`config.mk`:
```
export PLATFORM = sky130hd
export DESIGN_NAME = alu_trace_buffer_flat
export DESIGN_NICKNAME = d
export VERILOG_FILES = /design/src/rtl/alu_trace_buffer_pkg.sv /design/src/rtl/alu_trace_buffer_if.sv /design/src/rtl/alu_trace_buffer_fifo.sv /design/src/rtl/alu_trace_buffer.sv /design/src/flat_wrapper.sv
export SDC_FILE = /design/constraint.sdc
export NUM_CORES = 1
export LEC_CHECK = 0
export BUFFER_PORTS_ARGS = -buffer_cell sky130_fd_sc_hd__clkbuf_2
export CAP_MARGIN = 20
export CORE_ASPECT_RATIO = 0.8
export CORE_MARGIN = 4
export CORE_UTILIZATION = 51
export CTS_CLUSTER_SIZE = 8
export DETAILED_ROUTE_END_ITERATION = 7
export PLACE_DENSITY = 0.7
export SYNTH_ARGS = -nofsm -noshare
export SYNTH_HDL_FRONTEND = slang
export SYNTH_HIERARCHICAL = 1
export SYNTH_SLANG_ARGS = --single-unit
```
`constraint.sdc`:
```
create_clock -name clk -period 9.8 [get_ports clk]
set_clock_uncertainty 0.15 [all_clocks]
set_input_delay 1.47 -clock clk [delete_from_list [all_inputs] [get_ports clk]]
set_output_delay 1.47 -clock clk [all_outputs]
set_load 0.02 [all_outputs]
```
`src/rtl/alu_trace_buffer_pkg.sv`:
```
// Shared definitions for the ALU trace buffer: function codes, classes,
// trigger FSM states and the packed record layout.
package alu_trace_pkg;

  localparam logic [5:0] FN_ADD = 6'b000000;
  localparam logic [5:0] FN_SUB = 6'b000001;
  localparam logic [5:0] FN_AND = 6'b011000;
  localparam logic [5:0] FN_OR  = 6'b011110;
  localparam logic [5:0] FN_XOR = 6'b010110;
  localparam logic [5:0] FN_NOR = 6'b010001;
  localparam logic [5:0] FN_A   = 6'b011010;
  localparam logic [5:0] FN_SLL = 6'b100000;
  localparam logic [5:0] FN_SRL = 6'b100001;
  localparam logic [5:0] FN_SRA = 6'b100011;
  localparam logic [5:0] FN_EQ  = 6'b110011;
  localparam logic [5:0] FN_NEQ = 6'b110001;
  localparam logic [5:0] FN_LT  = 6'b110101;
  localparam logic [5:0] FN_LEZ = 6'b111101;
  localparam logic [5:0] FN_GEZ = 6'b111001;
  localparam logic [5:0] FN_GTZ = 6'b111111;

  // Class index is ALUFunc[5:4]; it selects one bit of class_mask.
  typedef enum logic [1:0] {
    CLS_ARITH = 2'd0,
    CLS_LOGIC = 2'd1,
    CLS_SHIFT = 2'd2,
    CLS_CMP   = 2'd3
  } func_class_t;

  typedef enum logic [1:0] {
    ST_CAPTURE   = 2'b00,
    ST_TRIGGERED = 2'b01,
    ST_STOPPED   = 2'b10
  } trace_state_t;

  // Record is {illegal, ts, ALUFunc, Signed, A, B, S}, MSB first.
  function automatic int rec_width(input int data_w, input int ts_w);
    return 1 + ts_w + 6 + 1 + 3 * data_w;
  endfunction

  function automatic int off_s(input int data_w);
    return 0 * data_w;
  endfunction

  function automatic int off_b(input int data_w);
    return data_w;
  endfunction

  function automatic int off_a(input int data_w);
    return 2 * data_w;
  endfunction

  function automatic int off_signed(input int data_w);
    return 3 * data_w;
  endfunction

  function automatic int off_func(input int data_w);
    return 3 * data_w + 1;
  endfunction

  function automatic int off_ts(input int data_w);
    return 3 * data_w + 7;
  endfunction

  function automatic int off_illegal(input int data_w, input int ts_w);
    return 3 * data_w + 7 + ts_w;
  endfunction

  function automatic logic is_legal_func(input logic [5:0] f);
    case (f)
      FN_ADD, FN_SUB, FN_AND, FN_OR, FN_XOR, FN_NOR, FN_A,
      FN_SLL, FN_SRL, FN_SRA,
      FN_EQ, FN_NEQ, FN_LT, FN_LEZ, FN_GEZ, FN_GTZ: return 1'b1;
      default:                                      return 1'b0;
    endcase
  endfunction

endpackage

```
`src/rtl/alu_trace_buffer_if.sv`:
```
// Capture and drain signals of the trace buffer; the ALU/debug side is the
// master, the buffer is the slave.
interface alu_trace_buffer_if #(
  parameter int DATA_W = 32,
  parameter int TS_W   = 16
);
  import alu_trace_pkg::*;

  localparam int REC_W = rec_width(DATA_W, TS_W);

  logic              cap_valid;
  logic [DATA_W-1:0] A;
  logic [DATA_W-1:0] B;
  logic [DATA_W-1:0] S;
  logic              Signed;
  logic [5:0]        ALUFunc;
  logic              rd_valid;
  logic              rd_ready;
  logic [REC_W-1:0]  rd_data;

  modport master (
    output cap_valid, A, B, S, Signed, ALUFunc, rd_ready,
    input  rd_valid, rd_data
  );

  modport slave (
    input  cap_valid, A, B, S, Signed, ALUFunc, rd_ready,
    output rd_valid, rd_data
  );

endinterface

```
`src/rtl/alu_trace_buffer_fifo.sv`:
```
// Circular record store with extra-bit pointers and first-word-fall-through
// output; optionally overwrites the oldest entry when full.
module alu_trace_fifo #(
  parameter int WIDTH     = 120,
  parameter int DEPTH     = 16,
  parameter bit OVERWRITE = 1'b1
) (
  input  logic                   clk,
  input  logic                   reset,
  input  logic                   clear,
  input  logic                   push,
  input  logic [WIDTH-1:0]       push_data,
  input  logic                   pop_req,
  output logic                   rd_valid,
  output logic [WIDTH-1:0]       rd_data,
  output logic [$clog2(DEPTH):0] level,
  output logic                   full
);

  localparam int AW = $clog2(DEPTH);
  localparam logic [AW:0] PTR_ONE = (AW + 1)'(1);
  localparam logic OW = OVERWRITE;

  logic [WIDTH-1:0] mem [DEPTH];
  logic [AW:0]      wr_ptr;
  logic [AW:0]      rd_ptr;
  logic             empty;
  logic             do_pop;
  logic             do_write;
  logic             discard_oldest;

  assign empty = (wr_ptr == rd_ptr);
  assign full  = (wr_ptr[AW] != rd_ptr[AW]) && (wr_ptr[AW-1:0] == rd_ptr[AW-1:0]);

  assign do_pop         = pop_req & ~empty;
  assign do_write       = push & (~full | do_pop | OW);
  // Overwriting lands on the oldest slot, so the read pointer steps past it.
  assign discard_oldest = push & full & ~do_pop & OW;

  always_ff @(posedge clk or negedge reset) begin
    if (!reset) begin
      wr_ptr <= '0;
      rd_ptr <= '0;
    end else if (clear) begin
      wr_ptr <= '0;
      rd_ptr <= '0;
    end else begin
      if (do_write) begin
        wr_ptr <= wr_ptr + PTR_ONE;
      end
      if (do_pop || discard_oldest) begin
        rd_ptr <= rd_ptr + PTR_ONE;
      end
    end
  end

  always_ff @(posedge clk) begin
    if (do_write && !clear) begin
      mem[wr_ptr[AW-1:0]] <= push_data;
    end
  end

  assign rd_valid = ~empty;
  assign rd_data  = empty ? '0 : mem[rd_ptr[AW-1:0]];
  assign level    = wr_ptr - rd_ptr;

endmodule

```
`src/rtl/alu_trace_buffer.sv`:
```
// ALU transaction tracer: qualifies operations, stamps them, and stores them
// in a circular buffer under control of a pre/post trigger state machine.
module alu_trace_buffer
  import alu_trace_pkg::*;
#(
  parameter int DATA_W    = 32,
  parameter int DEPTH     = 16,
  parameter int TS_W      = 16,
  parameter int POST_CNT  = 8,
  parameter bit OVERWRITE = 1'b1
) (
  input  logic                   clk,
  input  logic                   reset,
  alu_trace_buffer_if.slave      bus,
  input  logic [3:0]             class_mask,
  input  logic                   trig_en,
  input  logic [5:0]             trig_func,
  input  logic                   clear,
  output logic [$clog2(DEPTH):0] level,
  output logic [15:0]            drop_cnt,
  output logic [1:0]             state
);

  localparam int REC_W       = rec_width(DATA_W, TS_W);
  localparam int PC_W        = $clog2(DEPTH + 1);
  localparam int OFF_S       = off_s(DATA_W);
  localparam int OFF_B       = off_b(DATA_W);
  localparam int OFF_A       = off_a(DATA_W);
  localparam int OFF_SIGNED  = off_signed(DATA_W);
  localparam int OFF_FUNC    = off_func(DATA_W);
  localparam int OFF_TS      = off_ts(DATA_W);
  localparam int OFF_ILLEGAL = off_illegal(DATA_W, TS_W);

  trace_state_t      st;
  logic [TS_W-1:0]   ts;
  logic [PC_W-1:0]   post_left;
  logic              accept;
  logic              trig_hit;
  logic              illegal;
  logic              full;
  logic              pop;
  logic              drop;
  logic [REC_W-1:0]  rec;
  logic              fifo_valid;
  logic [REC_W-1:0]  fifo_data;

  assign accept   = bus.cap_valid & class_mask[bus.ALUFunc[5:4]] & (st != ST_STOPPED);
  assign trig_hit = trig_en & (bus.ALUFunc == trig_func);
  assign illegal  = ~is_legal_func(bus.ALUFunc);
  assign pop      = fifo_valid & bus.rd_ready;
  // A record is lost only when the buffer stays full through this cycle.
  assign drop     = accept & full & ~pop & ~clear;

  always_comb begin
    rec                         = '0;
    rec[OFF_ILLEGAL]            = illegal;
    rec[OFF_TS +: TS_W]         = ts;
    rec[OFF_FUNC +: 6]          = bus.ALUFunc;
    rec[OFF_SIGNED]             = bus.Signed;
    rec[OFF_A +: DATA_W]        = bus.A;
    rec[OFF_B +: DATA_W]        = bus.B;
    rec[OFF_S +: DATA_W]        = bus.S;
  end

  alu_trace_fifo #(
    .WIDTH     (REC_W),
    .DEPTH     (DEPTH),
    .OVERWRITE (OVERWRITE)
  ) u_fifo (
    .clk       (clk),
    .reset     (reset),
    .clear     (clear),
    .push      (accept),
    .push_data (rec),
    .pop_req   (bus.rd_ready),
    .rd_valid  (fifo_valid),
    .rd_data   (fifo_data),
    .level     (level),
    .full      (full)
  );

  assign bus.rd_valid = fifo_valid;
  assign bus.rd_data  = fifo_data;

  always_ff @(posedge clk or negedge reset) begin
    if (!reset) begin
      ts <= '0;
    end else begin
      ts <= ts + TS_W'(1);
    end
  end

  // Dropped records still advance the trigger and post-trigger count.
  always_ff @(posedge clk or negedge reset) begin
    if (!reset) begin
      st        <= ST_CAPTURE;
      post_left <= '0;
      drop_cnt  <= '0;
    end else if (clear) begin
      st        <= ST_CAPTURE;
      post_left <= '0;
      drop_cnt  <= '0;
    end else begin
      if (drop && (drop_cnt != 16'hFFFF)) begin
        drop_cnt <= drop_cnt + 16'd1;
      end
      if (accept) begin
        case (st)
          ST_CAPTURE: begin
            if (trig_hit) begin
              if (POST_CNT == 0) begin
                st <= ST_STOPPED;
              end else begin
                st        <= ST_TRIGGERED;
                post_left <= PC_W'(POST_CNT);
              end
            end
          end
          ST_TRIGGERED: begin
            post_left <= post_left - PC_W'(1);
            if (post_left == PC_W'(1)) begin
              st <= ST_STOPPED;
            end
          end
          default: begin
          end
        endcase
      end
    end
  end

  assign state = st;

endmodule
```
`src/flat_wrapper.sv`:
```
// flat-port wrapper written by rule: the top's interface ports become plain ports
module alu_trace_buffer_flat import alu_trace_pkg::*;
#(
  parameter int DATA_W    = 32,
  parameter int DEPTH     = 16,
  parameter int TS_W      = 16,
  parameter int POST_CNT  = 8,
  parameter bit OVERWRITE = 1'b1
)
  (clk, reset, class_mask, trig_en, trig_func, clear, level, drop_cnt, state, bus_cap_valid, bus_A, bus_B, bus_S, bus_Signed, bus_ALUFunc, bus_rd_ready, bus_rd_valid, bus_rd_data);
  alu_trace_buffer_if #(.DATA_W(DATA_W), .TS_W(TS_W)) bus_i ();
  input  logic clk;
  input  logic reset;
  input  logic [3:0] class_mask;
  input  logic trig_en;
  input  logic [5:0] trig_func;
  input  logic clear;
  output logic [$clog2(DEPTH):0] level;
  output logic [15:0] drop_cnt;
  output logic [1:0] state;
  input wire logic [$bits(bus_i.cap_valid)-1:0] bus_cap_valid;
  input wire logic [$bits(bus_i.A)-1:0] bus_A;
  input wire logic [$bits(bus_i.B)-1:0] bus_B;
  input wire logic [$bits(bus_i.S)-1:0] bus_S;
  input wire logic [$bits(bus_i.Signed)-1:0] bus_Signed;
  input wire logic [$bits(bus_i.ALUFunc)-1:0] bus_ALUFunc;
  input wire logic [$bits(bus_i.rd_ready)-1:0] bus_rd_ready;
  output wire logic [$bits(bus_i.rd_valid)-1:0] bus_rd_valid;
  output wire logic [$bits(bus_i.rd_data)-1:0] bus_rd_data;
  assign bus_i.cap_valid = bus_cap_valid;
  assign bus_i.A = bus_A;
  assign bus_i.B = bus_B;
  assign bus_i.S = bus_S;
  assign bus_i.Signed = bus_Signed;
  assign bus_i.ALUFunc = bus_ALUFunc;
  assign bus_i.rd_ready = bus_rd_ready;
  assign bus_rd_valid = bus_i.rd_valid;
  assign bus_rd_data = bus_i.rd_data;
  alu_trace_buffer #(.DATA_W(DATA_W), .DEPTH(DEPTH), .TS_W(TS_W), .POST_CNT(POST_CNT), .OVERWRITE(OVERWRITE)) u_core (.clk(clk), .reset(reset), .bus(bus_i), .class_mask(class_mask), .trig_en(trig_en), .trig_func(trig_func), .clear(clear), .level(level), .drop_cnt(drop_cnt), .state(state));
endmodule
```
==> run_results.csv <==
group,metric,value,unit
logic_synthesis,yosysSeqAreaShare,77.9,%
critical_path,r2r_cells,9,
die,core_area,147000,sq um
clocking,cts_buffer_depth,4,
logic_synthesis,yosysWarnings,6,
logic_synthesis,yosysUniqueCellTypes,55,
logic_synthesis,avgSynthCellArea,23.3,sq um
clocking,htreeDepth,5,
sta,fin_setup_tns,0,ns
die,start_util,51.3,%
die,num_rows,126,
worst_hold_path,hp-start,"u_core/u_fifo/wr_ptr[4]$_DFFE_PN0P_",
sta,setup_viol,0,
sta,finalWorstSetupSlack,3.08,ns
critical_path,crit_arrival,5.10,ns
drt,route.detailed.drc,0,
worst_hold_path,min_path_cells,2,
die,ios,263,
clocking,postCtsSetupBuffers,0,
placement,port_buffers,262,
pwr,finalPower,0.0202,W
clocking,cts_resized,0,
logic_synthesis,syn_nets,3383,
grt,grt_pass1_vias,37500,
worst_hold_path,hold_class,"reg2reg",
logic_synthesis,synth_area,75600,sq um
critical_path,worst-setup-path-type,"reg2out",
sta,tightest_slew,1.14,ns
cells_and_area,area_delta_synth_final,15.3,%
die,die_area,155000,sq um
clocking,hold_buffers,0,
run_status,status,"complete, no violations",
logic_synthesis,ys_ff_latch,1969,
clocking,numCtsBuffers,296,
placement,dp_hpwl,81800,microns
critical_path,crit_fanout,52,
grt,antenna_found_initial,12,
critical_path,reg2reg_to,"u_core/drop_cnt[15]$_DFFE_PN0P_",
clocking,cts_sinks,1969,
drt,first_pass_iters,7,
clocking,path_clk_slew,0.05,ns
clocking,clk_latency,0.90,ns
drt,wire_per_inst,29.5,microns
critical_path,required,8.18,ns
drt,vias_per_cell,6.19,
grt,track_usage,22.2,%
placement,post-place-ws,4.03,ns
critical_path,critPathCaptureType,"primary output",
drt,antenna_left,0,
cells_and_area,fin_nets,3837,
grt,grt_max_degree,134,
sta,fmax,149,MHz
cells_and_area,final_cell_mix,"edfxtp_1 (1920), mux4_2 (480), clkbuf_16 (306), clkbuf_2 (262), mux2_2 (122)",
sta,hold_viol_final,0,
grt,grt_pass1_wl,252000,microns
logic_synthesis,synthArstFlopShare,2.49,%
pwr,power_density,232,nW/um^2
die,fp.dieH,352,microns
die,fp.dieW,439,microns
cells_and_area,layout_commonest_cell,"edfxtp_1",
worst_hold_path,holdPathEnd,"u_core/u_fifo/wr_ptr[4]$_DFFE_PN0P_",
sta,slew_headroom,23.9,%
clocking,clock-root-buffer,"clkbuf_16",
grt,grt_overflow,0,
drt,drtIter0Drc,3605,
sta,hold_ws,0.419,ns
logic_synthesis,synth-edff-count,1920,
critical_path,r2r-start,"u_core/u_fifo/rd_ptr[1]$_DFFE_PN0P_",
critical_path,worst-r2r-setup-slack,5.68,ns
logic_synthesis,ys.flop_type,"edfxtp_1",
cells_and_area,drive_gt1_share,33.8,%
flow_run,drv_cap,0,
placement,finalWeightedCongestion,0.730,
sta,period_share,68.6,%
clocking,cts_tree,"built",
sta,rsz0062_at_grt,"false",
pwr,vdd_drop_max,174,uV
sta,post-route-min-period,6.72,ns
logic_synthesis,synth_cells,3250,
drt,num_vias,35600,
drt,wl,169000,microns
critical_path,start_kind,"flop",
pwr,p_leak,27.6,nW
sta,maxSlewViolCount,0,
==> worst max path at each step <==
stage | from | to | slack (ns) | cells past startpoint
after floorplan | bus_ALUFunc[5] | u_core/u_fifo/mem[10][0]$_DFFE_PP_ | -2.02 | 7
after global placement | u_core/u_fifo/rd_ptr[1]$_DFFE_PN0P_ | bus_rd_data[111] | 4.08 | 8
after detailed placement | u_core/u_fifo/rd_ptr[1]$_DFFE_PN0P_ | bus_rd_data[4] | 4.03 | 8
after CTS | u_core/u_fifo/rd_ptr[1]$_DFFE_PN0P_ | bus_rd_data[4] | 3.01 | 8
after global routing | u_core/u_fifo/rd_ptr[1]$_DFFE_PN0P_ | bus_rd_data[12] | 2.86 | 8
final | u_core/u_fifo/rd_ptr[1]$_DFFE_PN0P_ | bus_rd_data[12] | 3.08 | 8
==> cell usage after synthesis (2+ instances only) <==
cell type  count  area share (%)
nor2b_1      118            0.98
mux2i_1        8            0.11
buf_6         22            0.33
or3_1          6           0.050
o31ai_1        8           0.079
a211oi_1       2           0.020
or4_1          8           0.079
nand2_1       24            0.12
o21bai_1       2           0.020
inv_1         17           0.084
o22ai_1        2           0.017
a21oi_1       17            0.11
buf_1         12           0.060
a31oi_1        3           0.025
nor3_1        14           0.093
buf_2         58            0.38
nand2b_1      11           0.091
and2b_1        5           0.050
and3_1         6           0.050
buf_4          2           0.020
edfxtp_1    1920              76
clkbuf_1      77            0.38
nor2_1        34            0.17
o21ai_0        4           0.026
mux2_2       122             1.8
dfrtp_1       49             1.6
xor2_1        15            0.17
nand3_1       20            0.13
a21o_1         2           0.020
nand4_1        9           0.074
and4_1         4           0.046
a221o_1      119             1.6
nand3_2        2           0.026
ha_1          13            0.22
xnor2_1       16            0.19
mux4_2       480              14
==> report_power, final <==
group | total [W] | internal (W) | leakage [nW] | switching (W)
clock network | 0.00872 | 0.00549 | 3.85 | 0.00323
registers | 0.00933 | 0.00928 | 18.1 | 0.0000508
logic | 0.00217 | 0.000954 | 5.63 | 0.00121
total | 0.0202 | 0.0157 | 27.6 | 0.00450
==> registers in the layout, indices dropped and copies added (netlist names) <==
signal                count
u_core/drop_cnt          16
u_core/post_left          5
u_core/state              2
u_core/ts                16
u_core/u_fifo/mem      1920
u_core/u_fifo/rd_ptr      5
u_core/u_fifo/wr_ptr      5
==> critical path: stages (launching register included) <==
cell	delay [ns]
dfrtp_4	0.93
inv_1	0.19
ha_1	0.35
nand4_1	0.17
nor2_1	0.17
nor2_4	0.71
buf_4	0.93
a221o_1	0.44
clkbuf_2	0.23
==> cell type report <==
class,instances,area (sq um)
fill,10100,60200
clock inverter,7,77.6
multi-input combinational,1092,15900
antenna,6,15.0
tap,1984,2480
inverter,18,67.6
timing repair buffer,327,1950
clock buffer,343,7800
sequential,1969,58900
==> cell families after synthesis <==
| logic type | count (synthesis) | synth area share [%] |
|---|---|---|
| AO/OA/AOI/OAI | 168 | 2.03 |
| XOR/XNOR | 31 | 0.359 |
| adder cells (fa/ha/maj) | 14 | 0.242 |
| buffers and inverters | 189 | 1.26 |
| flip-flops | 1969 | 77.9 |
| multiplexers | 610 | 16.2 |
| AND/OR/NAND/NOR | 269 | 2.04 |
==> metrics by stage <==
step                      std cells  instance area (sq um)  util (%)
after CTS                      5739                  87200      59.2
after detailed placement       5389                  79300      53.8
after floorplan                3250                  75700         -
final                          5746                  87200      59.2
after global placement         5389                  79300      53.8
after global routing           5743                  87200      59.2
==> metal layers <==
layer | vias up | routed length [microns] | global-route usage (%) | part of all wire [%]
met5 | - | 61 | 0 | 0.036
met4 | 8 | 4260 | 7.29 | 2.5
met3 | 282 | 12400 | 4.54 | 7.3
met2 | 1455 | 83500 | 35.3 | 49
met1 | 19100 | 69100 | 31.2 | 41
li1 | 14700 | - | - | -
No activity file was read; power rests on OpenSTA's default activity.
